==> config.mk <==
export PLATFORM = sky130hd
export DESIGN_NAME = bin2dec_seq_ctrl_flat
export DESIGN_NICKNAME = d
export VERILOG_FILES = /design/src/rtl/bin2dec_seq_ctrl_if.sv /design/src/rtl/bin2dec_seq_ctrl.sv /design/src/flat_wrapper.sv
export SDC_FILE = /design/constraint.sdc
export NUM_CORES = 1
export LEC_CHECK = 0
export CORE_MARGIN = 2
export CORE_UTILIZATION = 55
export CTS_CLUSTER_DIAMETER = 100
export DETAILED_ROUTE_END_ITERATION = 10
export PLACE_DENSITY_LB_ADDON = 0.3
export REMOVE_ABC_BUFFERS = 1
export SYNTH_ARGS = -nofsm -noshare
export SYNTH_HDL_FRONTEND = slang
export SYNTH_SLANG_ARGS = --single-unit
export TNS_END_PERCENT = 20
==> constraint.sdc <==
create_clock -name CLOCK_50 -period 3.45 [get_ports CLOCK_50]
set_input_delay 0.5175 -clock CLOCK_50 [delete_from_list [all_inputs] [get_ports CLOCK_50]]
set_output_delay 0.5175 -clock CLOCK_50 [all_outputs]
set_load 0.005 [all_outputs]
==> src/rtl/bin2dec_seq_ctrl_if.sv <==
// Handshake and display bus between a requester and the sequential
// binary-to-decimal controller.
interface bin2dec_seq_ctrl_if #(
  parameter int WIDTH  = 8,
  parameter int DIGITS = 3
);
  logic                  start;
  logic [WIDTH-1:0]      bin_in;
  logic                  busy;
  logic                  done;
  logic                  overflow;
  logic [4*DIGITS-1:0]   bcd_out;
  logic [7*DIGITS-1:0]   seg_out;

  modport master (
    output start, bin_in,
    input  busy, done, overflow, bcd_out, seg_out
  );

  modport slave (
    input  start, bin_in,
    output busy, done, overflow, bcd_out, seg_out
  );
endinterface

==> src/rtl/bin2dec_seq_ctrl.sv <==
// Serial double-dabble converter driving registered BCD digits and
// active-low seven-segment patterns, one input bit per clock.
module bin2dec_seq_ctrl #(
  parameter int WIDTH    = 8,
  parameter int DIGITS   = 3,
  parameter int LZ_BLANK = 0
) (
  input  logic              CLOCK_50,
  input  logic              rst_n,
  bin2dec_seq_ctrl_if.slave bus
);
  localparam int CW = $clog2(WIDTH + 1);

  localparam logic [1:0] IDLE  = 2'd0;
  localparam logic [1:0] SHIFT = 2'd1;
  localparam logic [1:0] DONE  = 2'd2;

  logic [1:0]          state;
  logic [WIDTH-1:0]    shreg;
  logic [4*DIGITS-1:0] scratch;
  logic [CW-1:0]       cnt;
  logic                ovf;
  logic [4*DIGITS-1:0] bcd_q;
  logic [7*DIGITS-1:0] seg_q;
  logic                overflow_q;

  logic [4*DIGITS-1:0] adj;
  logic [4*DIGITS-1:0] scratch_nxt;
  logic [WIDTH-1:0]    shreg_nxt;
  logic                carry;
  logic                ovf_nxt;
  logic [7*DIGITS-1:0] seg_nxt;
  logic                seen;

  function automatic logic [6:0] seg7(input logic [3:0] d);
    case (d)
      4'd0:    seg7 = 7'b1000000;
      4'd1:    seg7 = 7'b1111001;
      4'd2:    seg7 = 7'b0100100;
      4'd3:    seg7 = 7'b0110000;
      4'd4:    seg7 = 7'b0011001;
      4'd5:    seg7 = 7'b0010010;
      4'd6:    seg7 = 7'b0000010;
      4'd7:    seg7 = 7'b1111000;
      4'd8:    seg7 = 7'b0000000;
      4'd9:    seg7 = 7'b0010000;
      default: seg7 = 7'b1111111;
    endcase
  endfunction

  // The carry out of the top digit means the value no longer fits in DIGITS;
  // the remaining digits still hold the value modulo 10**DIGITS.
  always_comb begin
    adj = '0;
    for (int k = 0; k < DIGITS; k++) begin
      adj[4*k +: 4] = (scratch[4*k +: 4] >= 4'd5) ? scratch[4*k +: 4] + 4'd3
                                                  : scratch[4*k +: 4];
    end
    {carry, scratch_nxt, shreg_nxt} = {adj, shreg, 1'b0};
    ovf_nxt = ovf | carry;

    seg_nxt = '0;
    seen    = 1'b0;
    for (int k = DIGITS - 1; k >= 0; k--) begin
      if (scratch_nxt[4*k +: 4] != 4'd0) seen = 1'b1;
      if (ovf_nxt || (LZ_BLANK != 0 && k != 0 && !seen))
        seg_nxt[7*k +: 7] = 7'b1111111;
      else
        seg_nxt[7*k +: 7] = seg7(scratch_nxt[4*k +: 4]);
    end
  end

  // Results are loaded on the last shift edge so they are valid while done is high.
  always_ff @(posedge CLOCK_50 or negedge rst_n) begin
    if (!rst_n) begin
      state      <= IDLE;
      shreg      <= '0;
      scratch    <= '0;
      cnt        <= '0;
      ovf        <= 1'b0;
      bcd_q      <= '0;
      seg_q      <= '1;
      overflow_q <= 1'b0;
    end else begin
      case (state)
        IDLE: begin
          if (bus.start) begin
            shreg   <= bus.bin_in;
            scratch <= '0;
            cnt     <= CW'(WIDTH);
            ovf     <= 1'b0;
            state   <= SHIFT;
          end
        end
        SHIFT: begin
          shreg   <= shreg_nxt;
          scratch <= scratch_nxt;
          ovf     <= ovf_nxt;
          cnt     <= cnt - CW'(1);
          if (cnt == CW'(1)) begin
            bcd_q      <= scratch_nxt;
            seg_q      <= seg_nxt;
            overflow_q <= ovf_nxt;
            state      <= DONE;
          end
        end
        DONE:    state <= IDLE;
        default: state <= IDLE;
      endcase
    end
  end

  assign bus.busy     = (state != IDLE);
  assign bus.done     = (state == DONE);
  assign bus.overflow = overflow_q;
  assign bus.bcd_out  = bcd_q;
  assign bus.seg_out  = seg_q;
endmodule
==> src/flat_wrapper.sv <==
// flat-port wrapper written by rule: the top's interface ports become plain ports
module bin2dec_seq_ctrl_flat 
#(
  parameter int WIDTH    = 8,
  parameter int DIGITS   = 3,
  parameter int LZ_BLANK = 0
)
  (CLOCK_50, rst_n, bus_start, bus_bin_in, bus_busy, bus_done, bus_overflow, bus_bcd_out, bus_seg_out);
  bin2dec_seq_ctrl_if #(.WIDTH(WIDTH), .DIGITS(DIGITS)) bus_i ();
  input  logic CLOCK_50;
  input  logic rst_n;
  input wire logic [$bits(bus_i.start)-1:0] bus_start;
  input wire logic [$bits(bus_i.bin_in)-1:0] bus_bin_in;
  output wire logic [$bits(bus_i.busy)-1:0] bus_busy;
  output wire logic [$bits(bus_i.done)-1:0] bus_done;
  output wire logic [$bits(bus_i.overflow)-1:0] bus_overflow;
  output wire logic [$bits(bus_i.bcd_out)-1:0] bus_bcd_out;
  output wire logic [$bits(bus_i.seg_out)-1:0] bus_seg_out;
  assign bus_i.start = bus_start;
  assign bus_i.bin_in = bus_bin_in;
  assign bus_busy = bus_i.busy;
  assign bus_done = bus_i.done;
  assign bus_overflow = bus_i.overflow;
  assign bus_bcd_out = bus_i.bcd_out;
  assign bus_seg_out = bus_i.seg_out;
  bin2dec_seq_ctrl #(.WIDTH(WIDTH), .DIGITS(DIGITS), .LZ_BLANK(LZ_BLANK)) u_core (.CLOCK_50(CLOCK_50), .rst_n(rst_n), .bus(bus_i));
endmodule
Word-level counts from Yosys, hierarchy flattened

Memory sizes are Yosys's and may differ from the RTL's.
Cells that the tools add are included.
W data, S select, Z words.

Output and inout bits: 36
Bits in read-only memories: 336
Memories: 3
Word-level logic and storage cells: 47
Bits in writable memories: 0
Bits of input ports: 11
Register bits: 61
Bits in latches: 0

Add/sub/neg operators: 4
Reductions and logical operators: 6
$lt $le $gt $ge: 3
Equality and inequality tests: 5
Shift-type cells: 0
Divide/modulo/power cells: 0
Bitwise logic cells: 1
Muxes and demuxes: 17
Multipliers: 0

Memory list:

| name            | words | bits a word | rd ports | clocked after memory_dff | write ports | line                   | source |
|---|---|---|---|---|---|---|---|
| (no name shown) | 16    | 7           | 1        | 0                        | 0           | bin2dec_seq_ctrl.sv:36 | `case (d)` |
| (no name shown) | 16    | 7           | 1        | 0                        | 0           | bin2dec_seq_ctrl.sv:36 |  |
| (no name shown) | 16    | 7           | 1        | 0                        | 0           | bin2dec_seq_ctrl.sv:36 |  |

Operators with widths:

| cell                  | count |
|---|---|
| $pmux W12 S2          | 1 |
| $mux W7               | 3 |
| $mux W4               | 4 |
| $pmux W8 S2           | 1 |
| $add A4 B2 Y4 const B | 3 |
| $ge A4 B3 Y1 const B  | 3 |
| $mux W12              | 1 |
| $mux W8               | 1 |
| $pmux W4 S2           | 1 |
| $reduce_and A2 Y1     | 3 |
| $eq A4 B1 Y1 const B  | 1 |
| $mux W2               | 2 |
| $pmux W2 S2           | 1 |
| $reduce_bool A2 Y1    | 2 |
| $sub A4 B1 Y4 const B | 1 |
| $eq A2 B1 Y1 const B  | 1 |
| $eq A2 B2 Y1 const B  | 1 |
| $logic_not A2 Y1      | 1 |
| $ne A2 B1 Y1 const B  | 1 |
| $ne A2 B2 Y1 const B  | 1 |
| $pmux W1 S2           | 1 |
| $mux W1               | 1 |
| $or A1 B1 Y1          | 1 |

Logic depth before layout (Yosys ltp)

Depth after elaboration: 4
Gate-level depth with buffers: 12
Mapped depth without buffers: 10

Worst setup path before layout

No wires, ideal clock.

Kind: register to register
Start: reg u_core.scratch[0]
End: reg u_core.seg_q[6], in the netlist u_core.bus.seg_out[6]
Cell stages (with the launch flop): 13
Setup time: 0.098 ns
Data required time: 3.352 ns
Data arrival time: 2.378 ns
Buffers on the path: 2
Slack: 0.975 ns
Cells stage by stage: dfrtp_1 > clkbuf_1 > inv_1 > ha_1 > buf_4 > and2b_1 > o21ai_0 > nor2_1 > ha_1 > o311ai_0 > mux2i_1 > o22ai_1 > a21oi_1

Longest elaborated chain between the ends: 4
Elaborated cells on any way between the ends: 5
Classes of those cells: add/sub (1); order compare (1); mux (2); memory (1)

Ends and longest elaborated chain:

| element                                       | line                    | source |
|---|---|---|
| start, declared                               | bin2dec_seq_ctrl.sv:20  | `logic [4*DIGITS-1:0] scratch;` |
| start signal, assigned                        | bin2dec_seq_ctrl.sv:97  | `scratch <= scratch_nxt;` |
| $add A4 B2 Y4 or $ge A4 B3 Y1 (tied branches) | bin2dec_seq_ctrl.sv:56  | `adj[4*k +: 4] = (scratch[4*k +: 4] >= 4'd5) ? scratch[4*k +: 4] + 4'd3` |
| $mux W4 *                                     | bin2dec_seq_ctrl.sv:56  |  |
| $mem_v2 Z16 W7 *                              | -                       |  |
| $mux W7 *                                     | bin2dec_seq_ctrl.sv:66  | `if (ovf_nxt \|\| (LZ_BLANK != 0 && k != 0 && !seen))` |
| end signal, assigned                          | bin2dec_seq_ctrl.sv:102 | `seg_q <= seg_nxt;` |
| end, declared                                 | bin2dec_seq_ctrl.sv:24  | `logic [7*DIGITS-1:0] seg_q;` |

Mark *: on every way between the ends. The rest lies on a longest branch, timed or not.
A chain may end at the register's enable or synchronous reset.

Worst setup path in the final report

Same ends and word-level chain as after synthesis.

==> metrics.md <==
| Metric | Value |
|---|---|
| Status | `finished clean` |
| Drt total wl | `~7100 um` |
| Skew final | `~0.0098 ns` |
| Drt first pass iters | `4` |
| PwrDens | `1069 nW/um^2` |
| #FFs+latches synth | `61` |
| Total congestion overflow | `0` |
| Max-slew violations | `0` |
| Worst reg2reg setup slack | `~0.67 ns` |
| Layout cells sized above 1 | `between 10 and 15%` |
| Max Buffers Root-to-Sink | `2` |
| Relative slew slack | `roughly two fifths` |
| Sink Count | `about 60` |
| Post-synth EDFFs | `0` |
| Area delta synth->final | `19.95%` |
| Root buffer cell | `clkbuf_8` |
| Ys async rst share | `between 90% and 100%` |
| Wire per inst | `between 10 and 15 um` |
| Placed Cells | `roughly 480` |
| Seq/Total Area, Yosys | `approximately 46%` |
| Later-pin clock latency in the skew report | `~0.34 ns` |
| Hold Crit Class | `input port to async pin` |
| Finished Core Util | `between 60% and 70%` |
| Crit Path Max Fanout | `11` |
| # DRC | `0` |
| Max-Cap Viols | `0` |
| Post-CTS Setup Bufs | `0` |
| Initial DRC count | `approximately 220` |
| Via density | `approximately 5.7` |
| CP required | `around 3.7 ns` |
| Synth Area in Compound Gates | `between 20% and 30%` |
| Distinct cell type count after synthesis | `around 60` |
| Minimum clock period | `between 2 and 3 ns` |
| Leak | `about 1.7 nW` |
| Tot GR Track Use | `23.16%` |
| Area of the multi-input gates | `roughly 1600 sq um` |
| CTS tree | `done` |
| FF+latch area | `around 1600 sq um` |
| Mean area per synthesized cell | `just over 9 sq um` |
| Final setup vio count | `0` |
| Adder and majority gate portion of the synthesized area | `a little over 7%` |
| PortBufs | `46` |
| FILL cells | `460` |
| # rows | `28` |
| Final Net Count | `approximately 440` |
| Initial Utilization | `a little under three fifths` |
| Gpl congestion | `between 0.8 and 0.9` |
| Clock slew at reported path FFs | `0.06 ns` |
| Fmax | `~0.36 GHz` |
| Reg2reg path depth | `10` |
| Vias in the first global route | `2637` |
| Period utilisation layout | `around 81%` |
| CP Class | `flip-flop to flip-flop` |
| YS warnings | `0` |
| Global-route wire length before repair | `11920 um` |
| Die area | `6754 sq um` |
| Final ANT Viol Nets | `0` |
| Mapped cell area | `3362 sq um` |
| Most common cell after layout, fill and taps aside | `nand2_1` |
| Synth Area in XOR/XNOR | `less than 1%` |
| Final Power | `4.309 mW` |
| CTS Buf Count | `9` |
| Diodes inserted | `0` |
| Worst flop-to-flop path endpoint | `u_core.bus.seg_out[6]` |
| Mapped Cells | `between 300 and 400` |
| Post-synthesis mux area share | `less than 1%` |
| Setup TNS | `0 ns` |
| Largest net degree at the start of global routing | `between 40 and 50` |
| CP Launch Type | `flip-flop` |
| I/O pins | `between 40 and 50` |
| RR Startpoint | `u_core.scratch[0]` |
| Synth Area in Simple Gates | `just under 20%` |
| Post-CTS Resized | `0` |
| Die Ht | `slightly above 80 um` |
| Placement Setup Slack | `0.7324 ns` |
| Crit path DAT | `between 3 and 4 ns` |
| Most frequent cells in the layout | `nand2_1 (52), clkdlybuf4s50_1 (45), o21ai_0 (42)` |
| Top FF cell, synth | `dfrtp_1` |
| Detailed Place HPWL | `4788 um` |
| Final worst slack | `0.6699 ns` |
| Final std cells w/o fill | `a little under 500` |
| Main combinational cell family by area after synthesis | `compound AO/OA/AOI/OAI gates` |
| Vias | `2795` |
| Core area | `5921 sq um` |
| CP endpoint kind | `flip-flop` |
| CTS H-tree lvls | `3` |
| Initial antenna violation count | `0` |
| Hold Vio Cnt, Final | `0` |
| Worst slew pin tran | `about 0.9 ns` |
| RSZ-0062 raised after global routing | `false` |
| Worst vdd ir | `0.0006351 V` |
| Post-CTS Hold Fix Bufs | `0` |
| Width of the die | `roughly 82 um` |
## worst max-delay path by stage
stage / from / endpoint / slack [ns] / cells past startpoint
final: u_core.scratch[0] / u_core.bus.seg_out[6] / 0.67 / 10
after detailed placement: u_core.scratch[0] / u_core.bus.seg_out[13] / 0.73 / 10
after global routing: u_core.scratch[0] / u_core.bus.seg_out[6] / 0.40 / 10
after floorplan: u_core.scratch[0] / u_core.bus.seg_out[6] / 1.11 / 10
after CTS: u_core.scratch[0] / u_core.bus.seg_out[6] / 0.71 / 10
after global placement: u_core.scratch[0] / u_core.bus.seg_out[10] / 0.92 / 8
## critical path: stages, from the launching register on
cell and delay [ns]:
dfrtp_1 0.49, inv_1 0.14, ha_1 0.36, nand2b_1 0.15
a211oi_1 0.42, nor2_1 0.15, ha_1 0.23, o311ai_0 0.37
mux2i_1 0.13, o22ai_1 0.14, a21oi_1 0.09
## state kept, by name (all words and copies together) (netlist names)
register and flops:
u_core.bus.seg_out 21, u_core.cnt 4, u_core.state 2, u_core.bus.overflow 1
u_core.ovf 1, u_core.shreg 8, u_core.bus.bcd_out 12, u_core.scratch 12
## cell families (layout without fill, tap and decap cells)
| family | after synthesis | count (layout) |
|---|---|---|
| xor+xnor | 1 | 1 |
| mux | 3 | 3 |
| compound gates | 113 | 113 |
| flops | 61 | 61 |
| simple gates | 135 | 135 |
| fa+ha+maj | 19 | 19 |
| buf+inv | 39 | 85 |
## routing by layer
| metal | vias up | share of wire (%) | global-route usage, % | wire length, um |
|---|---|---|---|---|
| li1 | 1389 | - | - | - |
| met1 | 1346 | 47 | 30.19 | 3349 |
| met2 | 45 | 48 | 37.50 | 3412 |
| met3 | 15 | 2.9 | 3.913 | 205 |
| met4 | 0 | 2.0 | 11.17 | 144 |
| met5 | - | 0 | 0 | 0 |
## cell usage after synthesis (all sizes together) (3+ instances only)
cell	number	share of area (%)
a211o	3	0.78
nand3	9	1.3
a21oi	24	3.8
and2b	3	0.67
a211oi	5	1.6
buf	10	1.5
nand2	52	5.8
dfstp	21	16
nor3b	6	1.5
a31oi	7	1.3
o22a	5	1.3
nor3	6	0.89
clkbuf	11	1.3
ha	19	7.1
nand4	3	0.56
dfrtp	40	30
nor2b	5	0.93
o21ai	46	7.1
inv	17	1.9
a22oi	3	0.67
or2	4	0.74
nor2	29	3.2
nand2b	8	1.5
## stage by stage
stage               instance area [sq um]  hold WS (ns)
finish                               4033        0.3015
global route                         4033        0.3826
CTS                                  4033        0.3304
detailed placement                   3855        0.4711
global placement                     3855        0.4633
floorplan                            3268        0.2219
## power by group
part | internal, mW | total [mW] | switching (mW)
combinational | 1.05 | 2.31 | 1.26
clock | 0.334 | 0.604 | 0.270
sequential | 1.10 | 1.39 | 0.288
## cell type report
cell class / count / area share, %
Multi-Input combinational cell: 271 / 40.86
Sequential cell: 61 / 38.50
Timing Repair Buffer: 51 / 12.22
Clock buffer: 14 / 3.537
Tap cell: 75 / 2.327
Inverter: 18 / 1.675
Clock inverter: 2 / 0.8688
Note: power is estimated with default switching activity, not from simulation.
